--- src/rtl/dma_xfer_ctrl.sv ---
// dma_xfer_ctrl: word-by-word DMA copy sequencer (one read then one write per word) on a shared memory port.
// Optional abort support is compiled in by defining DMA_CTRL_ABORT_EN.
//
// state | meaning
// IDLE  | waiting for start; working registers hold the last transfer
// RD    | read request at working src, waiting for ack
// WR    | write request at working dst with buffered data, waiting for ack
// DONE  | one-cycle completion pulse, then back to IDLE
module dma_xfer_ctrl #(
    parameter int AW        = 32,
    parameter int DW        = 32,
    parameter int CW        = 32,
    parameter int ADDR_STEP = 4
) (
    input  logic          clk,
    input  logic          rst,
    input  logic [AW-1:0] src_addr,
    input  logic [AW-1:0] dst_addr,
    input  logic [CW-1:0] transfer_size,
    input  logic          start,
    output logic          mem_req,
    output logic          mem_we,
    output logic [AW-1:0] mem_addr,
    output logic [DW-1:0] mem_wdata,
    input  logic [DW-1:0] mem_rdata,
    input  logic          mem_ack,
    output logic          busy,
    output logic          done,
`ifdef DMA_CTRL_ABORT_EN
    input  logic          abort,
    output logic          aborted,
`endif
    output logic [CW-1:0] words_left
);

    typedef enum logic [1:0] {
        IDLE = 2'd0,
        RD   = 2'd1,
        WR   = 2'd2,
        DONE = 2'd3
    } state_t;

    localparam logic [AW-1:0] STEP = AW'(ADDR_STEP);

    state_t        state, state_nxt;
    logic [AW-1:0] src_r;
    logic [AW-1:0] dst_r;
    logic [DW-1:0] buf_r;
    logic [CW-1:0] cnt_r;
    logic          abort_hit;

    always_ff @(posedge clk or posedge rst) begin
        if (rst) begin
            state <= IDLE;
        end else begin
            state <= state_nxt;
        end
    end

    always_comb begin
        state_nxt = state;
        case (state)
            IDLE: begin
                if (start) begin
                    state_nxt = (transfer_size == '0) ? DONE : RD;
                end
            end
            RD: begin
                if (mem_ack) begin
                    state_nxt = WR;
                end
            end
            WR: begin
                if (mem_ack) begin
                    state_nxt = ((cnt_r == CW'(1)) || abort_hit) ? DONE : RD;
                end
            end
            DONE:    state_nxt = IDLE;
            default: state_nxt = IDLE;
        endcase
    end

    always_ff @(posedge clk or posedge rst) begin
        if (rst) begin
            src_r <= '0;
            dst_r <= '0;
            buf_r <= '0;
            cnt_r <= '0;
        end else begin
            case (state)
                IDLE: begin
                    if (start) begin
                        src_r <= src_addr;
                        dst_r <= dst_addr;
                        cnt_r <= transfer_size;
                    end
                end
                RD: begin
                    if (mem_ack) begin
                        buf_r <= mem_rdata;
                    end
                end
                WR: begin
                    if (mem_ack) begin
                        cnt_r <= cnt_r - CW'(1);
                        src_r <= src_r + STEP;
                        dst_r <= dst_r + STEP;
                    end
                end
                default: ;
            endcase
        end
    end

`ifdef DMA_CTRL_ABORT_EN
    logic abort_pend;

    // An abort seen in the same cycle as the write ack still ends the transfer.
    assign abort_hit = abort_pend | abort;

    always_ff @(posedge clk or posedge rst) begin
        if (rst) begin
            abort_pend <= 1'b0;
            aborted    <= 1'b0;
        end else begin
            case (state)
                IDLE: begin
                    if (start) begin
                        abort_pend <= 1'b0;
                        aborted    <= 1'b0;
                    end
                end
                RD: begin
                    if (abort) begin
                        abort_pend <= 1'b1;
                    end
                end
                WR: begin
                    if (mem_ack && abort_hit) begin
                        abort_pend <= 1'b0;
                        aborted    <= 1'b1;
                    end else if (abort) begin
                        abort_pend <= 1'b1;
                    end
                end
                default: ;
            endcase
        end
    end
`else
    assign abort_hit = 1'b0;
`endif

    // Bus outputs decode only from registered state so nothing combinational leaks from inputs.
    always_comb begin
        mem_addr = '0;
        case (state)
            RD:      mem_addr = src_r;
            WR:      mem_addr = dst_r;
            default: mem_addr = '0;
        endcase
    end

    assign mem_req    = (state == RD) || (state == WR);
    assign mem_we     = (state == WR);
    assign mem_wdata  = buf_r;
    assign busy       = (state != IDLE);
    assign done       = (state == DONE);
    assign words_left = cnt_r;

endmodule
--- config.mk ---
export PLATFORM = sky130hd
export DESIGN_NAME = dma_xfer_ctrl
export DESIGN_NICKNAME = d
export VERILOG_FILES = /design/src/rtl/dma_xfer_ctrl.sv
export SDC_FILE = /design/constraint.sdc
export NUM_CORES = 1
export LEC_CHECK = 0
export BUFFER_PORTS_ARGS = -buffer_cell sky130_fd_sc_hd__buf_2
export CAP_MARGIN = 20
export CORE_MARGIN = 3
export CORE_UTILIZATION = 48
export CTS_CLUSTER_SIZE = 30
export DETAILED_ROUTE_END_ITERATION = 12
export PLACE_DENSITY = 0.8
export SLEW_MARGIN = 15
export SYNTH_ARGS = -nofsm -noshare
export SYNTH_HDL_FRONTEND = slang
export SYNTH_SLANG_ARGS = --single-unit
--- constraint.sdc ---
create_clock -name clk -period 4.2 [get_ports clk]
set_input_delay 1.05 -clock clk [delete_from_list [all_inputs] [get_ports clk]]
set_output_delay 1.05 -clock clk [all_outputs]
set_load 0.05 [all_outputs]
==> metrics.log <==
INFO  metric stdcell_area = 9900 µm²
INFO  metric grt_setup_unrepaired = false
INFO  metric cts_resized = 0
INFO  metric final_layout_size_suffix_gt1_share = between 20% and 30%
INFO  metric multi_input_area = 4400 µm²
INFO  metric post_route_clock_skew = approximately 0.0075 ns
INFO  metric yosys.cell_types.count = 68
INFO  metric synth_nets = 1,052
INFO  metric detail_route_antenna_nets = 0
INFO  metric synth_simple_gate_area_share = 23.4%
INFO  metric synth_top_flop_cell = sky130_fd_sc_hd__dfrtp_1
INFO  metric detail_route.iter0.violations = between 700 and 800
INFO  metric timing.max_cap.violations = 0
INFO  metric timing.hold.worst.class = reg -> reg
INFO  metric first_pass_grt_wire_length = ~40,000 µm
INFO  metric floorplan.io_pins = 232
INFO  metric cts_htree_levels = 4
INFO  metric syn_area = 8030 µm²
INFO  metric pre_repair_dr_iteration_count = 5
INFO  metric startpoint_type = flop
INFO  metric hold_violations = 0
INFO  metric post_route_fraction_of_the_period_consumed_by_the_critical_path = 86.3%
INFO  metric post_dp_cell_area = about 9300 µm²
INFO  metric vias_per_cell = 6.28
INFO  metric area_growth = 23.4%
INFO  metric cts_tree = yes
INFO  metric clock-root-buffer = sky130_fd_sc_hd__clkbuf_16
INFO  metric ir_drop = 0.565 mV
INFO  metric globalplace.congestion = slightly above 0.9
INFO  metric critPathCaptureType = primary output
INFO  metric die_area = 18,300 µm²
INFO  metric hold_buffers = 0
INFO  metric final_max_slew_viol_count = 0
INFO  metric worst-endpoint-arrival = approximately 2.6 ns
INFO  metric tritoncts.num_buffers = 17
INFO  metric grt_start_max_net_pins = 131
INFO  metric rows = 46
INFO  metric layout.area.seq = 3250 µm²
INFO  metric synth-async-reset-ratio = 100%
INFO  metric detail_route.wirelength = around 26,000 µm
INFO  metric outcome = completed
INFO  metric post_synth.cell_area_avg = 8.81 µm²
INFO  metric clock_sink_count = between 100 and 150
INFO  metric die_h = 135 µm
INFO  metric dp_hpwl = approximately 18,000 µm
INFO  metric post_cts.repair.setup_buffers = 0
INFO  metric synth_sequential_area_ratio = 40.5%
INFO  metric path_max_fanout = 19
INFO  metric synth-xor-area-share = 0%
INFO  metric slew-limit-headroom = between 40% and 50%
INFO  metric synthAdderAreaFrac = around 1.4%
INFO  metric track_usage = 27.5%
INFO  metric crit_required = 3.15 ns
INFO  metric fin_tns_setup = 0 ns
INFO  metric via_count_of_the_routed_design = about 8,400
INFO  metric clockBufferDepth = 2
INFO  metric die_w = approximately 140 µm
INFO  metric criticalPathCategory = reg -> out
INFO  metric io_buffer_count = 231
INFO  metric final.fill_count = 1,401
INFO  metric starting_utilization_of_the_core_area = 49.8%
INFO  metric post_synth_mux_area_share = 7.11%
INFO  metric power.density_cell_area = 1000 nW/µm²
INFO  metric number_of_enable_flip_flop_cells_after_synthesis = 0
INFO  metric worstMarginPinSlew = between 0.8 and 0.9 ns
INFO  metric setup_viol = 0
INFO  metric ys_ff_latch = between 100 and 150
INFO  metric antenna_found_initial = 3
INFO  metric power.leakage = 4.30 nW
INFO  metric nets = 1,248
INFO  metric synth_compound_area_share = a little under a quarter
INFO  metric synth_top_family_by_area = simple AND/OR/NAND/NOR gates
INFO  metric design.core.area = 16,100 µm²
INFO  metric final_critical_period = 3.63 ns
INFO  metric cts.reportedPaths.clkPinSlew = ~0.06 ns
INFO  metric fmax = approximately 280 MHz
INFO  metric ys.warnings.count = 0
INFO  metric via_count_of_the_first_global_routing_pass = 7,603
INFO  metric drt_drc_violations_left = 0
INFO  metric insertion_delay = 0.42 ns
INFO  metric wire_per_inst = 19.4 µm
INFO  metric mapped_cells = 911
INFO  metric globalRouteOverflowTotal = 0
[cells in the mapped netlist (25+ instances only)]
cell type / number / area share, %
sky130_fd_sc_hd__nand4_1: 32 / 2.5
sky130_fd_sc_hd__o21ai_0: 40 / 2.5
sky130_fd_sc_hd__nand3_1: 41 / 2.6
sky130_fd_sc_hd__mux2_2: 32 / 4.5
sky130_fd_sc_hd__a21oi_1: 80 / 5.0
sky130_fd_sc_hd__nand2_1: 90 / 4.2
sky130_fd_sc_hd__nor2_1: 41 / 1.9
sky130_fd_sc_hd__nor3_1: 26 / 1.6
sky130_fd_sc_hd__nor2b_1: 25 / 1.9
sky130_fd_sc_hd__dfrtp_1: 130 / 41
sky130_fd_sc_hd__clkbuf_1: 52 / 2.4
sky130_fd_sc_hd__o22ai_1: 43 / 3.4
sky130_fd_sc_hd__a22oi_1: 31 / 2.9
[stage by stage]
step | cells | hold WS, ns | utilization [%] | setup slack, ns | total power [mW]
after global placement | 1304 | 0.469 | 57.8 | 1.09 | 8.29
after floorplan | 911 | 0.439 | - | 0.229 | 6.96
after global routing | 1337 | 0.506 | 61.4 | 0.432 | 10.5
after CTS | 1336 | 0.488 | 61.4 | 0.589 | 9.90
final | 1337 | 0.480 | 61.4 | 0.574 | 9.93
after detailed placement | 1304 | 0.475 | 57.8 | 1.06 | 8.41
[cell usage in the layout (no fill, tap or decap), drive strengths merged, types with 11 or more instances in the layout]
master	count
nand3	41
mux2	32
and3	21
nor2	41
dfrtp	130
clkbuf	21
nor4	18
nor2b	25
o21ai	41
nand4	32
mux2i	21
nand2	90
a21oi	82
nor3	27
buf	245
inv	19
o22ai	43
a22oi	31
or3	11
[power breakdown]
group | internal (mW) | total (mW) | leakage (nW) | switching (mW)
clock | 0.912 | 1.47 | 0.288 | 0.557
combinational | 1.81 | 5.79 | 2.53 | 3.98
sequential | 1.88 | 2.67 | 1.49 | 0.787
total | 4.61 | 9.93 | 4.30 | 5.33
[cells by family after synthesis]
group | count (synthesis)
muxes | 53
AOI/OAI and AO/OA | 280
DFF | 130
adders and majority gates | 9
buffers and inverters | 88
and+or+nand+nor | 351
[registers in the layout (all words and copies together), names as in the netlist]
signal	cells
dst_r	32
mem_wdata	32
src_r	32
words_left	32
state	2
[critical path: stages (launching register included)]
cell,delay (ns)
sky130_fd_sc_hd__dfrtp_1,0.43
sky130_fd_sc_hd__inv_1,0.13
sky130_fd_sc_hd__ha_1,0.70
sky130_fd_sc_hd__buf_4,0.35
sky130_fd_sc_hd__nand2_1,0.07
sky130_fd_sc_hd__a21boi_0,0.18
sky130_fd_sc_hd__buf_2,0.29
[layer usage]
metal / GRT usage, % / part of all wire [%] / up-vias
met5: 0 / 0.092 / -
met4: 10.5 / 3.2 / 4
met3: 6.05 / 9.2 / 65
met2: 45.2 / 49 / 467
met1: 35.7 / 39 / 3999
li1: - / - / 3868
[final timing paths]
kind,depth (start not counted),slack [ns],from,to
setup / recovery,6,0.57,state[1],mem_addr[14]
hold / removal,2,0.48,src_r[0],src_r[0]
setup reg to reg,8,1.42,state[0],dst_r[30]
hold reg to reg,2,0.48,src_r[0],src_r[0]
max in group asynchronous,3,2.80,rst,words_left[4]
min in group asynchronous,3,0.83,rst,mem_wdata[16]
[cell type report]
type	instances	share of cell area [%]
multi-input cells	693	44.5
well taps	216	2.73
repair buffers	245	13.2
clock buffers	21	4.75
flip-flops and latches	130	32.9
diodes	1	0.0253
inverters	20	0.796
clock inverters	11	1.11
No activity file was read; power rests on OpenSTA's default activity.
